## config.mk

```make
export PLATFORM = sky130hd
export DESIGN_NAME = div_ctrl
export DESIGN_NICKNAME = d
export VERILOG_FILES = /design/src/rtl/div_pkg.sv /design/src/rtl/div_core.sv /design/src/rtl/div_ctrl.sv
export SDC_FILE = /design/constraint.sdc
export NUM_CORES = 1
export LEC_CHECK = 0
export BUFFER_PORTS_ARGS = -buffer_cell sky130_fd_sc_hd__buf_4
export CAP_MARGIN = 5
export CORE_MARGIN = 2
export CORE_UTILIZATION = 66
export CTS_BUF_LIST = sky130_fd_sc_hd__clkbuf_2 sky130_fd_sc_hd__clkbuf_4 sky130_fd_sc_hd__clkbuf_8
export DETAILED_ROUTE_END_ITERATION = 12
export GPL_TIMING_DRIVEN = 0
export MAX_ROUTING_LAYER = met4
export PLACE_DENSITY = 0.88
export SLEW_MARGIN = 25
export SYNTH_ARGS = -nofsm -noshare
export SYNTH_HDL_FRONTEND = slang
export SYNTH_SLANG_ARGS = --single-unit
```

## constraint.sdc

```tcl
create_clock -name clk -period 16.1 [get_ports clk]
set_input_delay 2.415 -clock clk [delete_from_list [all_inputs] [get_ports clk]]
set_output_delay 2.415 -clock clk [all_outputs]
set_load 0.005 [all_outputs]
```

## src/rtl/div_pkg.sv

```systemverilog
// div_pkg -- shared definitions for the iterative divider controller.
//   DIV_ITERS : restoring steps per divide (equals the default operand width)
//   CNT_W     : width of the step counter
//   div_state_t : controller state encoding
package div_pkg;

  localparam int DIV_ITERS = 32;
  localparam int CNT_W     = 6;

  typedef enum logic [1:0] {
    ST_IDLE = 2'd0,
    ST_BUSY = 2'd1,
    ST_DONE = 2'd2
  } div_state_t;

endpackage

```

## src/rtl/div_core.sv

```systemverilog
// div_core -- unsigned restoring divide datapath, one quotient bit per step.
// Ports:
//   clk, resetn        : core clock, async active-low reset
//   load               : capture dividend/divisor magnitudes, clear remainder
//   step               : advance one restoring step
//   dividend, divisor  : unsigned magnitudes presented with load
//   quo_nxt, rem_nxt   : quotient/remainder after the step in progress, so the
//                        controller can capture final results on the last step
module div_core
  import div_pkg::*;
#(
  parameter int DATA_W = DIV_ITERS
) (
  input  logic              clk,
  input  logic              resetn,
  input  logic              load,
  input  logic              step,
  input  logic [DATA_W-1:0] dividend,
  input  logic [DATA_W-1:0] divisor,
  output logic [DATA_W-1:0] quo_nxt,
  output logic [DATA_W-1:0] rem_nxt
);

  logic [DATA_W-1:0] quo;
  logic [DATA_W-1:0] rem;
  logic [DATA_W-1:0] dvsr;
  logic [DATA_W:0]   partial;
  logic [DATA_W:0]   diff;

  // The quotient register doubles as the dividend shifter: its MSB feeds the
  // remainder while quotient bits enter at the LSB.
  always_comb begin
    partial = {rem, quo[DATA_W-1]};
    diff    = partial - {1'b0, dvsr};
    if (!diff[DATA_W]) begin
      rem_nxt = diff[DATA_W-1:0];
      quo_nxt = {quo[DATA_W-2:0], 1'b1};
    end else begin
      rem_nxt = partial[DATA_W-1:0];
      quo_nxt = {quo[DATA_W-2:0], 1'b0};
    end
  end

  always_ff @(posedge clk or negedge resetn) begin
    if (!resetn) begin
      quo  <= '0;
      rem  <= '0;
      dvsr <= '0;
    end else if (load) begin
      quo  <= dividend;
      rem  <= '0;
      dvsr <= divisor;
    end else if (step) begin
      quo  <= quo_nxt;
      rem  <= rem_nxt;
    end
  end

endmodule

```

## src/rtl/div_ctrl.sv

```systemverilog
// div_ctrl -- EX-stage DIV/DIVU controller: stalls EX while an iterative
// divide runs, then strobes the HI/LO write when MEM accepts the instruction.
// Ports:
//   clk, resetn             : core clock, async active-low reset
//   es_valid, es_div_op     : EX instruction valid / is a divide
//   es_div_signed           : 1 = DIV, 0 = DIVU
//   es_src1, es_src2        : dividend, divisor
//   flush                   : kill any in-flight divide
//   ms_allowin              : MEM can accept the EX instruction
//   div_stop                : EX stall request (combinational)
//   hilo_we                 : one-cycle HI/LO write strobe
//   hi_wdata, lo_wdata      : remainder, quotient
//   busy                    : controller not idle
// Build option: DIV_ZERO_FAST_EN -- when defined, a zero divisor skips the
// iterative path and completes in one cycle.
//
// state   | meaning
// --------+-------------------------------------------------------------
// ST_IDLE | waiting for a divide in EX
// ST_BUSY | one restoring step per cycle, counter 0..DATA_W-1
// ST_DONE | results valid; write HI/LO once MEM accepts
module div_ctrl
  import div_pkg::*;
#(
  parameter int DATA_W = DIV_ITERS
) (
  input  logic              clk,
  input  logic              resetn,
  input  logic              es_valid,
  input  logic              es_div_op,
  input  logic              es_div_signed,
  input  logic [DATA_W-1:0] es_src1,
  input  logic [DATA_W-1:0] es_src2,
  input  logic              flush,
  input  logic              ms_allowin,
  output logic              div_stop,
  output logic              hilo_we,
  output logic [DATA_W-1:0] hi_wdata,
  output logic [DATA_W-1:0] lo_wdata,
  output logic              busy
);

  div_state_t        state;
  div_state_t        state_nxt;
  logic [CNT_W-1:0]  cnt;
  logic              start;
  logic              last_step;
  logic              src2_zero;
  logic              fast_zero;
  logic              q_neg;
  logic              r_neg;
  logic              dvsr_zero;
  logic [DATA_W-1:0] dividend_raw;
  logic [DATA_W-1:0] abs1;
  logic [DATA_W-1:0] abs2;
  logic [DATA_W-1:0] quo_nxt;
  logic [DATA_W-1:0] rem_nxt;
  logic [DATA_W-1:0] q_fin;
  logic [DATA_W-1:0] r_fin;

  assign start     = (state == ST_IDLE) & es_valid & es_div_op & !flush;
  assign last_step = (cnt == CNT_W'(DATA_W - 1));
  assign src2_zero = (es_src2 == '0);
  assign abs1      = (es_div_signed & es_src1[DATA_W-1]) ? -es_src1 : es_src1;
  assign abs2      = (es_div_signed & es_src2[DATA_W-1]) ? -es_src2 : es_src2;

`ifdef DIV_ZERO_FAST_EN
  assign fast_zero = src2_zero;
`else
  assign fast_zero = 1'b0;
`endif

  // resetn gates the stall so it reads 0 while reset is held, even with a
  // divide sitting in EX.
  assign div_stop = resetn & es_valid & es_div_op & (state != ST_DONE) & !flush;
  assign busy     = (state != ST_IDLE);

  always_comb begin
    state_nxt = state;
    hilo_we   = 1'b0;
    case (state)
      ST_IDLE: begin
        if (start) state_nxt = fast_zero ? ST_DONE : ST_BUSY;
      end
      ST_BUSY: begin
        if (flush)          state_nxt = ST_IDLE;
        else if (last_step) state_nxt = ST_DONE;
      end
      ST_DONE: begin
        if (flush) begin
          state_nxt = ST_IDLE;
        end else if (ms_allowin) begin
          hilo_we   = 1'b1;
          state_nxt = ST_IDLE;
        end
      end
      default: state_nxt = ST_IDLE;
    endcase
  end

  always_ff @(posedge clk or negedge resetn) begin
    if (!resetn) state <= ST_IDLE;
    else         state <= state_nxt;
  end

  always_ff @(posedge clk or negedge resetn) begin
    if (!resetn)                           cnt <= '0;
    else if (state == ST_BUSY && !flush)   cnt <= last_step ? '0 : cnt + 1'b1;
    else                                   cnt <= '0;
  end

  always_ff @(posedge clk or negedge resetn) begin
    if (!resetn) begin
      q_neg        <= 1'b0;
      r_neg        <= 1'b0;
      dvsr_zero    <= 1'b0;
      dividend_raw <= '0;
    end else if (start) begin
      q_neg        <= es_div_signed & (es_src1[DATA_W-1] ^ es_src2[DATA_W-1]);
      r_neg        <= es_div_signed & es_src1[DATA_W-1];
      dvsr_zero    <= src2_zero;
      dividend_raw <= es_src1;
    end
  end

  div_core #(.DATA_W(DATA_W)) u_core (
    .clk      (clk),
    .resetn   (resetn),
    .load     (start),
    .step     (state == ST_BUSY),
    .dividend (abs1),
    .divisor  (abs2),
    .quo_nxt  (quo_nxt),
    .rem_nxt  (rem_nxt)
  );

  // Divide-by-zero bypasses the sign fix-up: the raw dividend is the
  // remainder and the quotient is all ones regardless of signedness.
  always_comb begin
    q_fin = dvsr_zero ? '1 : (q_neg ? -quo_nxt : quo_nxt);
    r_fin = dvsr_zero ? dividend_raw : (r_neg ? -rem_nxt : rem_nxt);
  end

  always_ff @(posedge clk or negedge resetn) begin
    if (!resetn) begin
      hi_wdata <= '0;
      lo_wdata <= '0;
    end else if (state == ST_BUSY && !flush && last_step) begin
      hi_wdata <= r_fin;
      lo_wdata <= q_fin;
    end else if (start && fast_zero) begin
      hi_wdata <= es_src1;
      lo_wdata <= '1;
    end
  end

endmodule
```

==> metrics.txt, run 1 <==
Remaining DRCs=0; Post-Synth Adder-Cell Area=3.59%; average vias per placed instance=6.54; endpoints failing setup=0; startpoint types=register; diode count=0; final WL=44400 um; slew margin rel.=32.9%; H-tree Lvls=2; Net Switching=1.51 mW; CTS resizes=0; worst reg-to-reg path cell count=25; sequential share of power=24.2%; RSZ-0062 raised after global routing=false; Hold Buf Count CTS=0; ys async rst share=100%; wire per inst=20.9 um; cell count along the critical path=25; final net count=1939; Post-DP Area=0.0149 mm^2; setup tns final=0 ps; Total GRT Usage=42.4%; CP Capture Type=register; dominant synthesized flop cell=dfrtp_1; Compound-Gate Fraction of Synth Area=between 20% and 30%; Syn Inst Count=1651; crit-path max cell delay=between 600 and 700 ps; largest family of logic cells by synthesized area=compound AO/OA/AOI/OAI gates; combinational power share=59.7%; VDD IR max=0.179 mV; outcome=finished clean; Final HPWL DP=33400 um; area of the multi-input gates=approximately 0.008 mm^2; gpl congestion=0.999; Syn. warnings=0; CP max stage cell=a211oi_4; routed vias=13874; post-synth top area cell=dfrtp_1; post-layout min period=7190 ps; XOR/XNOR share of the synthesized area=7.87%; Layout area overhead=16.1%; ANT nets after route=0; die area=0.0216 mm^2; Seq cells post-synth=203; synth top area cells=dfrtp_1, nand2_1, o21ai_0; actual slew at the worst max-slew pin=981 ps; critical path required time=between 15000 and 20000 ps; clock slew at reported path FFs=approximately 70 ps; Mapped Nets=1760; initial antenna violation count=0; Setup CP Type=register to register; power after layout=3.07 mW; pwr dens=roughly 200 mW/mm^2; Overflow after GRT=0; IO buf count=around 140; Leakage=6.93 nW; crit-path max FO=10; internal power=1.56 mW; post-synth cell types=a little under 80; effective utilization at floorplan=67.0%; Max Freq=0.139 GHz; clock root buffer=clkbuf_8; Final Instance Area=0.0156 mm^2; clk_lat worst skew=560 ps; delay-heaviest family, CP=compound AO/OA/AOI/OAI gates; CTS Buffer Depth=3; post-synthesis mux area share=2.78%; # fillers=1468; Yosys top cell area share=37.7%; Placed Cells incl. Taps=2061; # clock sinks=203; first-pass GRT wire length=70100 um; Die Height=147 um; Max Slew Vio Count=0; EDFF count, synth=0; Period Utilization, post-route=44.6%; Worst Hold Depth=2; register area=0.00508 mm^2; Worst Hold Class=register to register; DRT iter0 DRCs=1400; CTS tree=done; CP Buf/Inv Count=8; Final Non-Filler Cells=2121; maxcap violations=0; Layout Skew=between 30 and 40 ps; # rows=52; synthesized area=0.0135 mm^2; Synth Area in Simple Gates=21.8%; switching share of power=49.2%; average cell area after synthesis=8.15 um^2; drt pass-1 iters=6; placeable core area=slightly above 0.02 mm^2; pin count of the biggest net entering global routing=94; die width=147 um; clock network power share=16.1%; final hold vios=0; io pins=138; post-CTS setup buffer count=0; WP data arrival=7640 ps; Num CTS Buffers=37; share of layout cells above drive strength 1=12.9%; crit-path most repeated cell=inv_1; number of global-route vias before repair=13030; Seq/Total Area, Yosys=37.7%
## power by group through the flow
stage	clock network, mW	logic, mW	registers [mW]
after floorplan	0	1.33	0.702
after global placement	0	1.73	0.740
after detailed placement	0	1.77	0.744
after CTS	0.495	1.79	0.737
after global routing	0.517	2.01	0.752
final	0.495	1.84	0.743
## cells in the mapped netlist, types with 5 or more instances
library cell and number:
buf_2 6, o31ai_1 23, ha_1 37, or4_1 9, nand2_1 255, o21ai_1 9
o211ai_1 14, o221ai_1 5, xnor2_1 47, and3_1 8, a21o_1 16, nor3b_1 7
nor4_1 18, a211oi_1 15, and2_1 15, nor2b_1 6, a2111oi_0 7, o22ai_1 15
o21a_1 12, o21ai_0 148, xor2_1 74, or2_2 7, nor3_1 41, dfrtp_1 203
clkbuf_1 81, nand3_1 55, a21oi_1 110, o41ai_1 12, or3_1 21, a31oi_1 30
nor2_1 145, mux2i_1 34, a22oi_1 5, and4_1 7, nand2b_1 16, inv_1 53
nand4_1 15
## cell type report
| type | instances | share of cell area, % |
|---|---|---|
| Inverter | 55 | 1.34 |
| Buffer | 94 | 2.45 |
| Clock inverter | 6 | 0.256 |
| Clock buffer | 54 | 4.36 |
| Sequential cell | 203 | 32.5 |
| Timing Repair Buffer | 140 | 7.01 |
| Multi-Input combinational cell | 1299 | 49.9 |
| Tap cell | 270 | 2.16 |
## per-layer routing
metal,global-route usage (%),wire length (um)
met1,59.4,18600
met2,62.7,19800
met3,8.63,4590
met5,-,0
met4,12.5,1370
## logic make-up after synthesis
kind of cell | count (synthesis)
compound gates | 469
xor+xnor | 121
fa+ha+maj | 38
buf+inv | 149
flops | 203
mux | 37
simple gates | 634
## worst min-delay path: stages, from the launching register on
cell and delay [ps]:
dfrtp_1 340, nand2_1 50, nand3_1 50
## final timing paths
path / endpoint / slack [ps] / startpoint
worst min register to register: hi_wdata[28] / 480 / hi_wdata[28]
worst max register to register: hi_wdata[30] / 8910 / u_core.quo[31]
worst max-delay path: hi_wdata[30] / 8910 / u_core.quo[31]
max in group asynchronous: u_core.rem[26] / 13220 / resetn
min in group asynchronous: u_core.dvsr[3] / 1720 / resetn
worst min-delay path: hi_wdata[28] / 480 / hi_wdata[28]
## stage by stage
step           util [%]  hold WS [ps]  setup slack (ps)
2_1_floorplan         -           433             10680
3_3_place_gp       73.7           451              8870
3_5_place_dp       74.1           463              9260
4_1_cts            77.7           476              9240
5_1_grt            77.7           499              8680
6_report           77.7           476              8910
## sequential cells by signal, indices dropped and copies added (netlist names)
| register | count |
|---|---|
| dividend_raw | 32 |
| dvsr_zero | 1 |
| state | 2 |
| hi_wdata | 32 |
| lo_wdata | 32 |
| u_core.quo | 32 |
| r_neg | 1 |
| q_neg | 1 |
| u_core.rem | 32 |
| u_core.dvsr | 32 |
| cnt | 6 |
## layout by cell type, fill, tap and decap left out, drive strengths merged, types with 16 or more instances in the layout
master,n
nor2,145
nand2b,16
ha,37
xnor2,47
buf,153
o31ai,24
nor4,19
nand2,255
clkbuf,135
nor3,42
xor2,74
a21o,16
nand3,55
inv,56
a31oi,30
o21ai,158
mux2i,34
dfrtp,203
a21oi,111
a211oi,16
or3,21
No activity file was read; power rests on OpenSTA's default activity.
==> run 2: changes to the inputs <==
Settings changed: ABC_AREA set to 1, CORE_UTILIZATION 66 to 56, PLACE_DENSITY 0.88 to 0.79.
Clock period 16.1 ns to 5.8 ns, I/O delays scaled along.
==> metrics.txt, run 2 <==
CP max stage cell=fa_1; Remaining DRCs=0; post-synth cell types=57; pwr dens=between 500 and 600 mW/mm^2; CTS tree=done; outcome=finished clean; first-pass GRT wire length=approximately 80000 um; clk_lat worst skew=roughly 570 ps; die area=~0.026 mm^2; Max Freq=0.219 GHz; number of global-route vias before repair=14195; Final HPWL DP=39800 um; Layout area overhead=15.9%; dominant synthesized flop cell=dfrtp_1; CP Capture Type=register; Seq cells post-synth=roughly 200; Die Height=163 um; Total GRT Usage=39.5%; Hold Buf Count CTS=0; Seq/Total Area, Yosys=36.1%; H-tree Lvls=2; gpl congestion=~1.0; EDFF count, synth=0; clock slew at reported path FFs=approximately 60 ps; post-layout min period=between 4000 and 5000 ps; average vias per placed instance=around 5.8; crit-path max FO=10; power after layout=8.50 mW; commonest non-fill, non-tap cell in the layout=nand2_1; count leader, synth=nand2_1; WP data arrival=5010 ps; VDD IR max=0.336 mV; clock root buffer=clkbuf_8; average cell area after synthesis=6.72 um^2; actual slew at the worst max-slew pin=931 ps; critical path required time=6240 ps; Yosys top cell area share=36.1%; Leakage=8.60 nW; initial antenna violation count=1; synthesized area=0.0141 mm^2; Max Slew Vio Count=0; final hold vios=0; wire per inst=19.3 um; Layout Skew=39.2 ps; crit-path most repeated cell=nand2_1; ANT nets after route=0; slew margin rel.=37.7%; share of layout cells above drive strength 1=11.6%; IO buf count=137; drt pass-1 iters=6; synth top area cells=dfrtp_1, nand2_1, inv_1; CTS Buffer Depth=3; routed vias=15216; die width=163 um; ys async rst share=100%; most frequent cells in the layout=nand2_1, inv_1, dfrtp_1, nor2_1, buf_4; final net count=between 2000 and 2500; Syn Inst Count=roughly 2100; post-CTS setup buffer count=0; # fillers=2303; Mapped Nets=2205; RSZ-0062 raised after global routing=false; Worst Hold Class=input pin to async pin; DRT iter0 DRCs=around 1800; placeable core area=between 0.02 and 0.025 mm^2; final WL=approximately 50000 um; pin count of the biggest net entering global routing=94; # clock sinks=203; R2R Setup Slk=roughly 1200 ps; Synth top cells by count=nand2_1, inv_1, dfrtp_1, nor2_1, o21ai_0; Syn. warnings=0; io pins=roughly 140; post-synth top area cell=dfrtp_1; startpoint types=register; maxcap violations=0; Num CTS Buffers=36; crit-path max cell delay=410 ps; setup tns final=0 ps; # rows=58; Period Utilization, post-route=approximately four fifths; Overflow after GRT=0; effective utilization at floorplan=56.4%; CTS resizes=0; endpoints failing setup=0; Setup CP Type=register to register
[run 2: cell count changes in the layout (fill, tap and decap cells not counted), sizes merged, moves of 17 or more]
cell,previous run,this run
a21oi,111,94
nand2,255,662
xor2,74,43
clkbuf,135,104
o22ai,15,48
o31ai,24,6
o21ai,158,137
or3,21,0
inv,56,295
mux2i,34,0
nor2,145,205
xnor2,47,25
nand3,55,122
[run 2: metal layers]
metal  global-route usage (%)  routed length [um]  up-vias  part of all wire (%)
met4                     12.0                1720        0                   3.4
met5                        -                   0        -                     0
li1                         -                   -     7118                     -
met2                     60.8               22400      854                    44
met1                     55.1               22100     7101                    44
met3                     4.71                4430      143                   8.7
[run 2: critical path: cells and delay by family (launching register included)]
family	cells	cell delay, ps
AO/OA/AOI/OAI	3	610
XOR/XNOR	1	180
adder cells (fa/ha/maj)	3	820
buffers and inverters	4	550
flip-flops	1	360
AND/OR/NAND/NOR	14	1890
[run 2: logic make-up after synthesis]
group / after synthesis / synth area share (%)
compound gates: 349 / 14.3
xor+xnor: 68 / 4.23
fa+ha+maj: 38 / 3.43
buf+inv: 362 / 9.87
flops: 203 / 36.1
simple gates: 1076 / 32.1
[run 2: where the power goes]
group / switching (mW) / leakage (nW) / internal (mW)
registers: 0.322 / 2.57 / 1.72
clock network: 0.641 / 0.390 / 0.765
logic: 3.45 / 5.65 / 1.60
[run 2: through the flow]
step / instance area (um^2) / hold WS, ps / setup WS (ps) / util, % / cells
after floorplan: 14100 / 430 / 2250 / - / 2096
after global placement: 15500 / 450 / 1460 / 62.2 / 2563
after detailed placement: 15600 / 462 / 1340 / 62.5 / 2565
after CTS: 16300 / 189 / 1330 / 65.4 / 2626
after global routing: 16300 / 211 / 893 / 65.4 / 2627
final: 16300 / 195 / 1230 / 65.4 / 2627
[run 2: path summary, 6_finish.rpt]
path | endpoint | cells after the start | start
max in group asynchronous | r_neg | 3 | resetn
worst min-delay path | u_core.dvsr[14] | 1 | resetn
worst max register to register | lo_wdata[30] | 25 | u_core.quo[31]
worst max-delay path | lo_wdata[30] | 25 | u_core.quo[31]
worst min register to register | dividend_raw[5] | 2 | dividend_raw[5]
min in group clk | dividend_raw[5] | 2 | dividend_raw[5]
[run 2: final cells by class]
class / instances / area (um^2) / area share, %
multi-input cells: 1531 / 7620 / 46.7
flip-flops and latches: 203 / 5080 / 31.1
inverters: 296 / 1110 / 6.81
repair buffers: 139 / 1090 / 6.68
clock buffers: 52 / 647 / 3.96
well taps: 330 / 413 / 2.53
plain buffers: 66 / 279 / 1.71
clock inverters: 9 / 82.6 / 0.506
diodes: 1 / 2.50 / 0.0153
==> run 3: changes to the inputs <==
Settings changed: ABC_AREA 1 to 0, CORE_UTILIZATION 56 to 62, PLACE_DENSITY 0.79 to 0.83.
Clock period 5.8 ns to 4.4 ns, I/O delays scaled along.
==> metrics.txt, run 3 (synthesis gave the netlist of run 1 again) <==
placeable core area=0.0212 mm^2; routed vias=13917; Max Slew Vio Count=0; clock root buffer=clkbuf_8; commonest non-fill, non-tap cell in the layout=nand2_1; maxcap violations=0; CTS Buffer Depth=3; crit-path cells=inv_2 -> ha_4 -> inv_2 -> fa_2 -> a211oi_4 -> o21ai_4 -> o2111ai_4 -> a21oi_2 -> a211oi_4 -> inv_4 -> buf_8 -> mux2i_4 -> ha_4 -> inv_2 -> nor2_2 -> o211ai_1 -> a2111oi_2 -> mux2i_1 -> buf_4 -> o21a_4 -> or4b_1 -> o21ai_1 -> o31ai_1; Layout area overhead=19.7%; effective utilization at floorplan=between 60 and 70%; # clock sinks=203; slew margin rel.=41.6%; pin count of the biggest net entering global routing=95; delay-heaviest family, CP=compound AO/OA/AOI/OAI gates; Die Height=151 um; H-tree Lvls=2; average vias per placed instance=6.52; Final HPWL DP=33900 um; Leakage=7.05 nW; ANT nets after route=0; final net count=1948; most frequent cells in the layout=nand2_1, dfrtp_1, buf_4, nor2_1, o21ai_0; diode count=0; failing checks=setup timing; Layout Skew=24.4 ps; Placed Cells incl. Taps=2066; crit-path max FO=6; first-pass GRT wire length=70800 um; Worst Slack Setup Final=-307 ps; VDD IR max=0.670 mV; clock slew at reported path FFs=60 ps; # rows=53; Remaining DRCs=0; wire per inst=21.4 um; number of global-route vias before repair=13427; RSZ-0062 raised after global routing=true; endpoints failing setup=13; Overflow after GRT=0; Total GRT Usage=41.3%; Worst Hold Class=input pin to register; Num CTS Buffers=37; initial antenna violation count=0; CP Capture Type=register; Final Non-Filler Cells=2135; IO buf count=~140; gpl congestion=0.992; io pins=138; clk_lat worst skew=~550 ps; critical path required time=roughly 4800 ps; Setup CP Type=register to register; share of layout cells above drive strength 1=17.3%; startpoint types=register; DRT iter0 DRCs=1439; crit-path max cell delay=490 ps; pwr dens=747 mW/mm^2; final hold vios=0; crit-path most repeated cell=inv_2; die width=151 um; CP Buf/Inv Count=6; CP max stage cell=or4b_1; actual slew at the worst max-slew pin=~880 ps; WP data arrival=about 5100 ps; die area=0.0229 mm^2; outcome=complete, but fails checks; CTS tree=done; Max Freq=around 0.21 GHz; final WL=45800 um; Period Utilization, post-route=107%; post-layout min period=roughly 4700 ps; drt pass-1 iters=5; hold_ws=353 ps
run 3: layout make-up:
type | instances | area [um^2]
multi-input combinational | 1299 | 8160
tap | 275 | 344
inverter | 55 | 209
sequential | 203 | 5080
clock inverter | 3 | 20.0
buffer | 81 | 330
timing repair buffer | 162 | 1270
fill | 1633 | 5040
clock buffer | 57 | 703
run 3: power breakdown:
group	internal [mW]	leakage [nW]	switching, mW
clock	1.01	0.380	0.808
combinational	2.86	4.14	4.63
sequential	2.26	2.53	0.474
total	6.13	7.05	5.91
run 3: timing repair:
item	in CTS	in global routing
pin swaps	24	24
setup endpoints to repair	41	29
hold buffers	1	0
gates resized for setup	48	42
buffers inserted	19	5
endpoints found under the hold margin	26	0
run 3: worst paths after layout:
| path | start | endpoint | slack [ps] | cells after the start |
|---|---|---|---|---|
| min in group asynchronous | resetn | u_core.dvsr[8] | 560 | 2 |
| max in group asynchronous | resetn | u_core.quo[31] | 2610 | 4 |
| min | es_src1[4] | dividend_raw[4] | 350 | 3 |
| max reg2reg | u_core.quo[31] | hi_wdata[26] | -310 | 23 |
| max | u_core.quo[31] | hi_wdata[26] | -310 | 23 |
| min reg2reg | dividend_raw[19] | dividend_raw[19] | 480 | 2 |
run 3: metal layers:
| metal | global-route usage (%) | up-vias | share of wire (%) | wire length [um] |
|---|---|---|---|---|
| li1 | - | 6284 | - | - |
| met4 | 14.6 | 0 | 3.5 | 1620 |
| met5 | - | - | 0 | 0 |
| met2 | 60.1 | 813 | 44 | 20000 |
| met3 | 9.13 | 124 | 12 | 5490 |
| met1 | 57.0 | 6696 | 41 | 18700 |
run 3: stage by stage:
step                worst slack, ps  instance area (um^2)  setup TNS (ps)  utilization [%]  power [mW]
finish                         -307                 16100           -1840             76.2        12.0
global placement              -1850                 14900          -24570             70.3        9.16
CTS                            -875                 16000           -8350             75.7        11.6
global route                   -513                 16100           -5110             76.2        12.8
detailed placement            -2030                 15000          -29040             70.7        9.29
floorplan                      -720                 13500           -4370                -        7.53
run 3: worst register-to-register path, cell delays in order, from the launching register on:
cell,delay (ps)
dfrtp_2,480
inv_2,100
ha_4,140
inv_2,40
fa_2,360
a211oi_4,250
o21ai_4,100
o2111ai_4,280
a21oi_2,120
a211oi_4,280
inv_4,70
buf_8,150
mux2i_4,230
ha_4,180
inv_2,50
nor2_2,70
o211ai_1,120
a2111oi_2,240
mux2i_1,190
buf_4,200
o21a_4,220
or4b_1,500
o21ai_1,130
o31ai_1,70
